--- src/rtl/nibble_serial_sub_ctrl_if.sv ---
// ---------------------------------------------------------------------------
// nibble_serial_sub_ctrl_if
// Handshake and data bundle for the nibble-serial subtract sequencer.
//   in_valid / in_ready   : operand handshake (producer -> controller)
//   a_in / b_in           : minuend / subtrahend, WIDTH bits
//   out_valid / out_ready : result handshake (controller -> consumer)
//   diff_out              : A - B result, WIDTH bits
//   borrow_out / zero_out : final borrow, result-is-zero flag
//   busy                  : controller is computing or holding a result
// Modports: master = producer/consumer side, slave = controller side.
// ---------------------------------------------------------------------------
interface nibble_serial_sub_ctrl_if #(
  parameter int WIDTH = 16
);
  logic             in_valid;
  logic             in_ready;
  logic [WIDTH-1:0] a_in;
  logic [WIDTH-1:0] b_in;
  logic             out_valid;
  logic             out_ready;
  logic [WIDTH-1:0] diff_out;
  logic             borrow_out;
  logic             zero_out;
  logic             busy;

  modport master (
    output in_valid, a_in, b_in, out_ready,
    input  in_ready, out_valid, diff_out, borrow_out, zero_out, busy
  );

  modport slave (
    input  in_valid, a_in, b_in, out_ready,
    output in_ready, out_valid, diff_out, borrow_out, zero_out, busy
  );
endinterface

--- src/rtl/nibble_serial_sub_ctrl.sv ---
// ---------------------------------------------------------------------------
// nibble_serial_sub_ctrl
// Multi-precision subtract sequencer: computes A - B on WIDTH-bit operands by
// running one 4-bit subtract slice per nibble, LSB nibble first, with the
// borrow carried between passes in a register.
//
// Ports:
//   clk   : rising-edge clock
//   rst_n : asynchronous active-low reset
//   bus   : nibble_serial_sub_ctrl_if.slave (operand/result handshakes,
//           diff_out, borrow_out, zero_out, busy)
//
// Parameters:
//   WIDTH : operand/result width; multiple of 4, at least 4.
//
// Build option:
//   NIBBLE_SUB_SAT_EN : when defined, a result with final borrow = 1 is
//                       saturated to zero (zero_out = 1, borrow_out = 1).
//
// Latency: operands accepted at edge N give out_valid = 1 after edge
// N + WIDTH/4. Result holds until the consumer handshake.
// ---------------------------------------------------------------------------
module nibble_serial_sub_ctrl #(
  parameter int WIDTH = 16
) (
  input  logic                     clk,
  input  logic                     rst_n,
  nibble_serial_sub_ctrl_if.slave  bus
);

  localparam int NIBBLES = WIDTH / 4;
  localparam int CNT_W   = (NIBBLES > 1) ? $clog2(NIBBLES) : 1;
  localparam logic [CNT_W-1:0] LAST_CNT = CNT_W'(NIBBLES - 1);

  // Reject illegal widths at elaboration.
  generate
    if (((WIDTH % 4) != 0) || (WIDTH < 4)) begin : g_bad_width
      $error("nibble_serial_sub_ctrl: WIDTH must be a multiple of 4 and >= 4");
    end
  endgenerate

  typedef enum logic [1:0] {
    ST_IDLE = 2'd0,
    ST_RUN  = 2'd1,
    ST_DONE = 2'd2
  } state_t;

  // One 4-bit slice: {borrow_out, diff[3:0]} = a - b - borrow_in.
  function automatic logic [4:0] sub_slice(input logic [3:0] a,
                                           input logic [3:0] b,
                                           input logic       bin);
    return {1'b0, a} - {1'b0, b} - {4'b0000, bin};
  endfunction

  state_t           state_r;
  logic [WIDTH-1:0] a_sh_r;
  logic [WIDTH-1:0] b_sh_r;
  logic [WIDTH-1:0] res_r;
  logic             borrow_r;
  logic [CNT_W-1:0] cnt_r;

  logic             in_ready_r;
  logic             out_valid_r;
  logic             busy_r;
  logic [WIDTH-1:0] diff_r;
  logic             borrow_out_r;
  logic             zero_out_r;

  logic [4:0]       slice_s;
  logic [WIDTH-1:0] res_next_s;
  logic [WIDTH-1:0] final_diff_s;
  logic             last_s;

  // Slice arithmetic on the low nibbles and the exit condition.
  always_comb begin
    slice_s = sub_slice(a_sh_r[3:0], b_sh_r[3:0], borrow_r);
    last_s  = (cnt_r == LAST_CNT);
  end

  // Result register fills from the MSB side, so after NIBBLES passes the
  // first (least significant) slice has reached bits [3:0].
  generate
    if (WIDTH == 4) begin : g_res_w4
      assign res_next_s = slice_s[3:0];
    end else begin : g_res_wide
      assign res_next_s = {slice_s[3:0], res_r[WIDTH-1:4]};
    end
  endgenerate

  // Final result value presented on the last pass.
  always_comb begin
    final_diff_s = res_next_s;
`ifdef NIBBLE_SUB_SAT_EN
    if (slice_s[4]) begin
      final_diff_s = {WIDTH{1'b0}};
    end else begin
      final_diff_s = res_next_s;
    end
`endif
  end

  // Sequencer FSM with registered handshake and result outputs.
  always_ff @(posedge clk or negedge rst_n) begin
    if (!rst_n) begin
      state_r      <= ST_IDLE;
      a_sh_r       <= {WIDTH{1'b0}};
      b_sh_r       <= {WIDTH{1'b0}};
      res_r        <= {WIDTH{1'b0}};
      borrow_r     <= 1'b0;
      cnt_r        <= {CNT_W{1'b0}};
      in_ready_r   <= 1'b1;
      out_valid_r  <= 1'b0;
      busy_r       <= 1'b0;
      diff_r       <= {WIDTH{1'b0}};
      borrow_out_r <= 1'b0;
      zero_out_r   <= 1'b0;
    end else begin
      case (state_r)
        ST_IDLE: begin
          if (bus.in_valid && in_ready_r) begin
            a_sh_r     <= bus.a_in;
            b_sh_r     <= bus.b_in;
            res_r      <= {WIDTH{1'b0}};
            borrow_r   <= 1'b0;
            cnt_r      <= {CNT_W{1'b0}};
            in_ready_r <= 1'b0;
            busy_r     <= 1'b1;
            state_r    <= ST_RUN;
          end
        end
        ST_RUN: begin
          a_sh_r   <= a_sh_r >> 3'd4;
          b_sh_r   <= b_sh_r >> 3'd4;
          res_r    <= res_next_s;
          borrow_r <= slice_s[4];
          if (last_s) begin
            cnt_r        <= {CNT_W{1'b0}};
            diff_r       <= final_diff_s;
            borrow_out_r <= slice_s[4];
            zero_out_r   <= (final_diff_s == {WIDTH{1'b0}});
            out_valid_r  <= 1'b1;
            state_r      <= ST_DONE;
          end else begin
            cnt_r <= cnt_r + CNT_W'(1);
          end
        end
        ST_DONE: begin
          // Result fields hold across the handshake; only flags change.
          if (bus.out_ready) begin
            out_valid_r <= 1'b0;
            busy_r      <= 1'b0;
            in_ready_r  <= 1'b1;
            state_r     <= ST_IDLE;
          end
        end
        default: begin
          out_valid_r <= 1'b0;
          busy_r      <= 1'b0;
          in_ready_r  <= 1'b1;
          state_r     <= ST_IDLE;
        end
      endcase
    end
  end

  assign bus.in_ready   = in_ready_r;
  assign bus.out_valid  = out_valid_r;
  assign bus.busy       = busy_r;
  assign bus.diff_out   = diff_r;
  assign bus.borrow_out = borrow_out_r;
  assign bus.zero_out   = zero_out_r;

endmodule

--- src/flat_wrapper.sv ---
// flat-port wrapper written by rule: the top's interface ports become plain ports
module nibble_serial_sub_ctrl_flat 
#(
  parameter int WIDTH = 16
)
  (clk, rst_n, bus_in_valid, bus_a_in, bus_b_in, bus_out_ready, bus_in_ready, bus_out_valid, bus_diff_out, bus_borrow_out, bus_zero_out, bus_busy);
  nibble_serial_sub_ctrl_if #(.WIDTH(WIDTH)) bus_i ();
  input  logic clk;
  input  logic rst_n;
  input wire logic [$bits(bus_i.in_valid)-1:0] bus_in_valid;
  input wire logic [$bits(bus_i.a_in)-1:0] bus_a_in;
  input wire logic [$bits(bus_i.b_in)-1:0] bus_b_in;
  input wire logic [$bits(bus_i.out_ready)-1:0] bus_out_ready;
  output wire logic [$bits(bus_i.in_ready)-1:0] bus_in_ready;
  output wire logic [$bits(bus_i.out_valid)-1:0] bus_out_valid;
  output wire logic [$bits(bus_i.diff_out)-1:0] bus_diff_out;
  output wire logic [$bits(bus_i.borrow_out)-1:0] bus_borrow_out;
  output wire logic [$bits(bus_i.zero_out)-1:0] bus_zero_out;
  output wire logic [$bits(bus_i.busy)-1:0] bus_busy;
  assign bus_i.in_valid = bus_in_valid;
  assign bus_i.a_in = bus_a_in;
  assign bus_i.b_in = bus_b_in;
  assign bus_i.out_ready = bus_out_ready;
  assign bus_in_ready = bus_i.in_ready;
  assign bus_out_valid = bus_i.out_valid;
  assign bus_diff_out = bus_i.diff_out;
  assign bus_borrow_out = bus_i.borrow_out;
  assign bus_zero_out = bus_i.zero_out;
  assign bus_busy = bus_i.busy;
  nibble_serial_sub_ctrl #(.WIDTH(WIDTH)) u_core (.clk(clk), .rst_n(rst_n), .bus(bus_i));
endmodule
--- config.mk ---
export PLATFORM = sky130hd
export DESIGN_NAME = nibble_serial_sub_ctrl_flat
export DESIGN_NICKNAME = d
export VERILOG_FILES = /design/src/rtl/nibble_serial_sub_ctrl_if.sv /design/src/rtl/nibble_serial_sub_ctrl.sv /design/src/flat_wrapper.sv
export SDC_FILE = /design/constraint.sdc
export NUM_CORES = 1
export LEC_CHECK = 0
export ABC_AREA = 1
export CORE_MARGIN = 2
export CORE_UTILIZATION = 47
export DETAILED_ROUTE_END_ITERATION = 8
export GPL_TIMING_DRIVEN = 1
export PLACE_DENSITY_LB_ADDON = 0.2
export SLEW_MARGIN = 20
export SYNTH_ARGS = -nofsm -noshare
export SYNTH_HDL_FRONTEND = slang
export SYNTH_SLANG_ARGS = --single-unit
export TNS_END_PERCENT = 30
--- constraint.sdc ---
create_clock -name clk -period 1.84 [get_ports clk]
set_input_delay 0.46 -clock clk [delete_from_list [all_inputs] [get_ports clk]]
set_output_delay 0.46 -clock clk [all_outputs]
set_load 0.005 [all_outputs]
# After elaboration in Yosys (flattened, before gate mapping)
# Index checks and enable logic that the tools add are counted.
[op_classes]
bitwise_logic = 2
mux = 22
reduce_logical = 9
add_sub_neg = 3
eq_ne = 6
[ops]
columns = ["operator", "count"]
rows = [
  ["one-hot mux 16 bit (2 select lines)", 3],
  ["2-to-1 mux 16 bit", 3],
  ["logical NOT 16 bit", 1],
  ["2-to-1 mux 2 bit", 5],
  ["one-hot mux 1 bit (3 select lines)", 3],
  ["AND reduction 3 bit", 3],
  ["one-hot mux 2 bit (3 select lines)", 1],
  ["2-to-1 mux 1 bit", 5],
  ["subtractor 4 x 4 -> 5 bit", 1],
  ["subtractor 5 x 1 -> 5 bit", 1],
  ["equality test 2 bit, second input constant", 2],
  ["!= test 2 x 1 -> 1 bit, second input constant", 2],
  ["one-hot mux 2 bit (2 select lines)", 1],
  ["AND reduction 2 bit", 2],
  ["adder 2 x 1 -> 2 bit, second input constant", 1],
  ["equality test 2 x 1 -> 1 bit, second input constant", 1],
  ["logical NOT 2 bit", 1],
  ["!= test 2 bit, second input constant", 1],
  ["inverter 1 bit", 2],
  ["one-hot mux 1 bit (2 select lines)", 1],
  ["nonzero test 2 bit", 1],
  ["logical AND 1 bit", 1],
]
[word_totals]
word_cells = 54
inputBits = 36
out_inout_bits = 21
ff_bits = 74

# Logic depth before layout (Yosys ltp)
[depth]
ltp_word = 3
mapped_depth = 11
mapped_depth_nobuf = 11

# Worst setup path after synthesis
# No wires, ideal clock.
[synth_timing]
path_kind = "reg-to-reg"
from = "register u_core.borrow_r"
to = "register u_core.zero_out_r (netlist: u_core.bus.zero_out)"
stages_incl_launch_ff = 11
path_slack_ns = 0.070
path_buffers = 0
required_time_ns = 1.775
t_arrival_ns = 1.705
period_less_slack_ns = 1.770
setup_ns = 0.065
path_cell_list = "dfrtp_1 -> inv_1 -> fa_1 -> fa_1 -> nor2_1 -> nand2_1 -> nor2_1 -> nand2_1 -> nor2_1 -> nand2_1 -> nand2_1"
[synth_via]
elab_chain_cells = 2
[synth_rtl]
columns = ["element", "line_no", "source"]
rows = [
  ["start, declared", "nibble_serial_sub_ctrl.sv:59", "logic borrow_r;"],
  ["start signal, assigned", "nibble_serial_sub_ctrl.sv:135", "borrow_r <= slice_s[4];"],
  ["subtractor 5 x 1 -> 5 bit", "nibble_serial_sub_ctrl.sv:52", "return {1'b0, a} - {1'b0, b} - {4'b0000, bin};"],
  ["net u_core.slice_s[1]", "nibble_serial_sub_ctrl.sv:69", "logic [4:0] slice_s;"],
  ["logical NOT 16 bit", "nibble_serial_sub_ctrl.sv:140", "zero_out_r <= (final_diff_s == {WIDTH{1'b0}});"],
  ["end signal, assigned", "nibble_serial_sub_ctrl.sv:140", ""],
  ["end, declared", "nibble_serial_sub_ctrl.sv:67", "logic zero_out_r;"],
]
# The timed path passes the listed nets, and every way through them passes these cells.
# A chain may end at the register's enable or synchronous reset.

# Final worst setup path
[layout_timing]
from = "register u_core.b_sh_r[0]"
to = "register u_core.zero_out_r (netlist: u_core.bus.zero_out)"
[layout_via]
elab_chain_cells = 3
[layout_rtl]
columns = ["element", "line_no", "source"]
rows = [
  ["start, declared", "nibble_serial_sub_ctrl.sv:57", "logic [WIDTH-1:0] b_sh_r;"],
  ["start signal, assigned", "nibble_serial_sub_ctrl.sv:107", "b_sh_r <= {WIDTH{1'b0}};"],
  ["start signal, assigned", "nibble_serial_sub_ctrl.sv:122", "b_sh_r <= bus.b_in;"],
  ["start signal, assigned", "nibble_serial_sub_ctrl.sv:133", "b_sh_r <= b_sh_r >> 3'd4;"],
  ["subtractor 4 x 4 -> 5 bit", "nibble_serial_sub_ctrl.sv:52", ""],
  ["subtractor 5 x 1 -> 5 bit", "nibble_serial_sub_ctrl.sv:52", ""],
  ["net u_core.slice_s[1]", "nibble_serial_sub_ctrl.sv:69", ""],
  ["logical NOT 16 bit", "nibble_serial_sub_ctrl.sv:140", ""],
]
# The timed path passes the listed nets, and every way through them passes these cells.

==> summary.md <==
| Metric | Value |
|---|---|
| Worst Path Max Fanout | `2` |
| Clock tree from TritonCTS | `built` |
| Htree depth | `3` |
| Mean Syn Cell Area | `8.96 um2` |
| Synth area leaders | `dfrtp_1 (54%), nand2_1 (10%), o21ai_0 (7.7%), inv_1 (6.4%), o211ai_1 (4.3%)` |
| Setup TNS | `0 ns` |
| Input/output buffers | `56` |
| Crit end category | `flop` |
| Worst-path clk slew | `0.09 ns` |
| Fin crit period | `1.75 ns` |
| F_max | `~570 MHz` |
| Pins Over Slew Limit | `0` |
| Period utilization | `between 90% and 100%` |
| Vias in the first global route | `2519` |
| Congestion Overflow GR | `0` |
| Final Setup Violations | `0` |
| Root Buffer | `clkbuf_8` |
| DP Area | `between 3000 and 4000 um2` |
| I/O Pins | `57` |
| Die Height | `~86 um` |
| DRC viols | `0` |
| Initial antenna violation count | `0` |
| #FFs+latches synth | `70` |
| Drt first pass iters | `4` |
| Area of the multi-input gates | `about 1100 um2` |
| Syn Inst Count | `354` |
| Largest area contributor in the netlist | `dfrtp_1` |
| Layout area overhead | `29.5%` |
| Slew HR | `76.1%` |
| Total chip power | `approximately 8 mW` |
| Hpwl dp | `around 4.5 mm` |
| Startpoint types | `flop` |
| Post-route ant nets | `0` |
| Diodes inserted | `0` |
| Storage cell area | `1750 um2` |
| Status | `finished clean` |
| CP Class | `reg -> reg` |
| Worst-Margin Slew | `0.359 ns` |
| Final Hold Fails | `0` |
| Wire per inst | `12.9 um` |
| CTS Sinks | `70` |
| Unrepaired setup endpoints after global routing | `yes` |
| Pwr Density | `slightly below 2000 nW/um2` |
| CTS buffer count | `9` |
| Deepest clock path buffer count | `2` |
| Area of the core | `6420 um2` |
| Post-Syn Area | `3170 um2` |
| YS warnings | `0` |
| Initial core utilization | `roughly half` |
| Max cap viols | `0` |
| CP Data Required Time | `2.06 ns` |
| Vias | `2485` |
| Netlist cell types | `26` |
| Fillers | `545` |
| Die width | `86.1 um` |
| Post-Route WL | `approximately 6.5 mm` |
| Min-Delay Path Class | `in -> async` |
| Largest net degree at the start of global routing | `slightly below 60` |
| Arr. time, crit path | `~2 ns` |
| Die Area | `7420 um2` |
| Post-Route Skew | `approximately 0.014 ns` |
| Clk Latency, worst-skew pair | `between 0.3 and 0.4 ns` |
| Share of cells above drive strength 1 | `approximately 12%` |
| Global Route Usage Sum | `19.3%` |
| First-pass GRT wire length | `between 10 and 15 mm` |
| Vias per cell | `4.96` |
| Sequential area share after synthesis | `55.3%` |
| # nets final | `464` |
| Placer Congestion | `0.781` |
| 1st-iter DRT viols | `147` |
| Syn nets | `399` |
| Design Area, Final | `about 4100 um2` |
| VDD IR max | `0.924 mV` |
| Synth top area share | `between 50% and 60%` |
| Leak | `between 1.5 and 2 nW` |
| Site Rows | `29` |
[logic make-up after synthesis]
| logic type | synth area share, % |
|---|---|
| AOI/OAI and AO/OA | 16.2 |
| buffers and inverters | 9.94 |
| and+or+nand+nor | 14.5 |
| DFF | 55.3 |
| adders and majority gates | 4.03 |
[metal layers]
layer	track usage [%]	routed length, um	vias up	share of wire, %
li1	-	-	1259	-
met1	26.5	3140	1170	49
met2	29.7	2980	45	46
met3	4.72	231	11	3.6
met4	7.50	115	0	1.8
met5	0	0	-	0
[worst paths after layout]
kind	endpoint	slack (ns)	depth (start not counted)	startpoint
max	u_core.bus.zero_out$_DFFE_PN0P_	0.09	10	u_core.b_sh_r[0]$_DFFE_PN0P_
min reg2reg	u_core.bus.in_ready$_DFFE_PN1P_	0.48	2	u_core.bus.in_ready$_DFFE_PN1P_
max reg2reg	u_core.bus.zero_out$_DFFE_PN0P_	0.09	10	u_core.b_sh_r[0]$_DFFE_PN0P_
min in group clk	u_core.bus.in_ready$_DFFE_PN1P_	0.48	2	u_core.bus.in_ready$_DFFE_PN1P_
max in group asynchronous	u_core.cnt_r[1]$_DFFE_PN0P_	1.20	2	rst_n
min	u_core.bus.diff_out[7]$_DFFE_PN0P_	0.01	1	rst_n
[Yosys cell counts (all sizes together)]
master / number
a21oi: 2
a31oi: 3
ha: 7
o211ai: 18
dfrtp: 69
buf: 15
o21bai: 1
dfstp: 1
inv: 57
nand3: 5
fa: 2
o21ai: 51
nor2: 20
o22ai: 12
clkinv: 1
nand2: 90
[timing repair]
| item | in CTS | in global routing |
|---|---|---|
| gates cloned | 0 | 0 |
| setup endpoints to repair | 6 | 7 |
| pin swaps | 0 | 6 |
| hold buffers | 0 | 0 |
| buffers inserted | 0 | 2 |
| resized for setup | 3 | 13 |
[placed cells by master (no fill, tap or decap), types with 2 or more instances in the layout]
cell type,instances
a21oi_1,2
a31oi_2,2
buf_12,4
buf_4,9
clkbuf_8,10
clkdlybuf4s50_1,54
clkinvlp_4,2
dfrtp_1,69
fa_2,2
ha_1,5
inv_1,51
inv_2,6
nand2_1,86
nand2_2,3
nand3_1,4
nor2_1,17
nor2_2,2
o211ai_1,18
o21ai_0,46
o21ai_1,4
o22ai_1,12
[registers in the layout (all words and copies together), names as in the netlist]
name,count
u_core.borrow_r,1
u_core.bus.zero_out,1
u_core.res_r,12
u_core.state_r,2
u_core.bus.in_ready,1
u_core.b_sh_r,16
u_core.bus.out_valid,1
u_core.bus.borrow_out,1
u_core.bus.diff_out,16
u_core.a_sh_r,16
u_core.cnt_r,2
u_core.bus.busy,1
[worst max-delay path: stages (launching register included)]
cell     delay [ns]
dfrtp_1        0.34
inv_2          0.05
fa_2           0.39
fa_2           0.54
nor2_1         0.04
nand2_1        0.06
nor2_1         0.04
nand2_1        0.06
nor2_1         0.04
nand2_1        0.05
nand2_1        0.04
[power breakdown]
part | internal (mW) | switching (mW)
Sequential | 2.26 | 0.319
Clock | 0.664 | 0.587
Combinational | 1.81 | 2.28
Total | 4.73 | 3.19
[layout make-up]
class,instances,share of cell area [%]
multi-input cells,211,27.7
repair buffers,69,17.1
flip-flops and latches,70,42.7
well taps,77,2.35
inverters,58,5.30
clock buffers,11,3.44
clock inverters,5,1.43
[through the flow]
step / setup slack [ns] / utilization (%) / instances / hold slack, ns
floorplan: 0.0703 / - / 354 / 0.164
global placement: 0.0173 / 60.1 / 483 / 0.376
detailed placement: -0.0388 / 60.1 / 483 / 0.389
CTS: 0.000943 / 63.2 / 499 / 0.0160
global route: -0.0164 / 63.9 / 501 / 0.0174
finish: 0.0948 / 63.9 / 501 / 0.0104
Note: power is estimated with default switching activity, not from simulation.
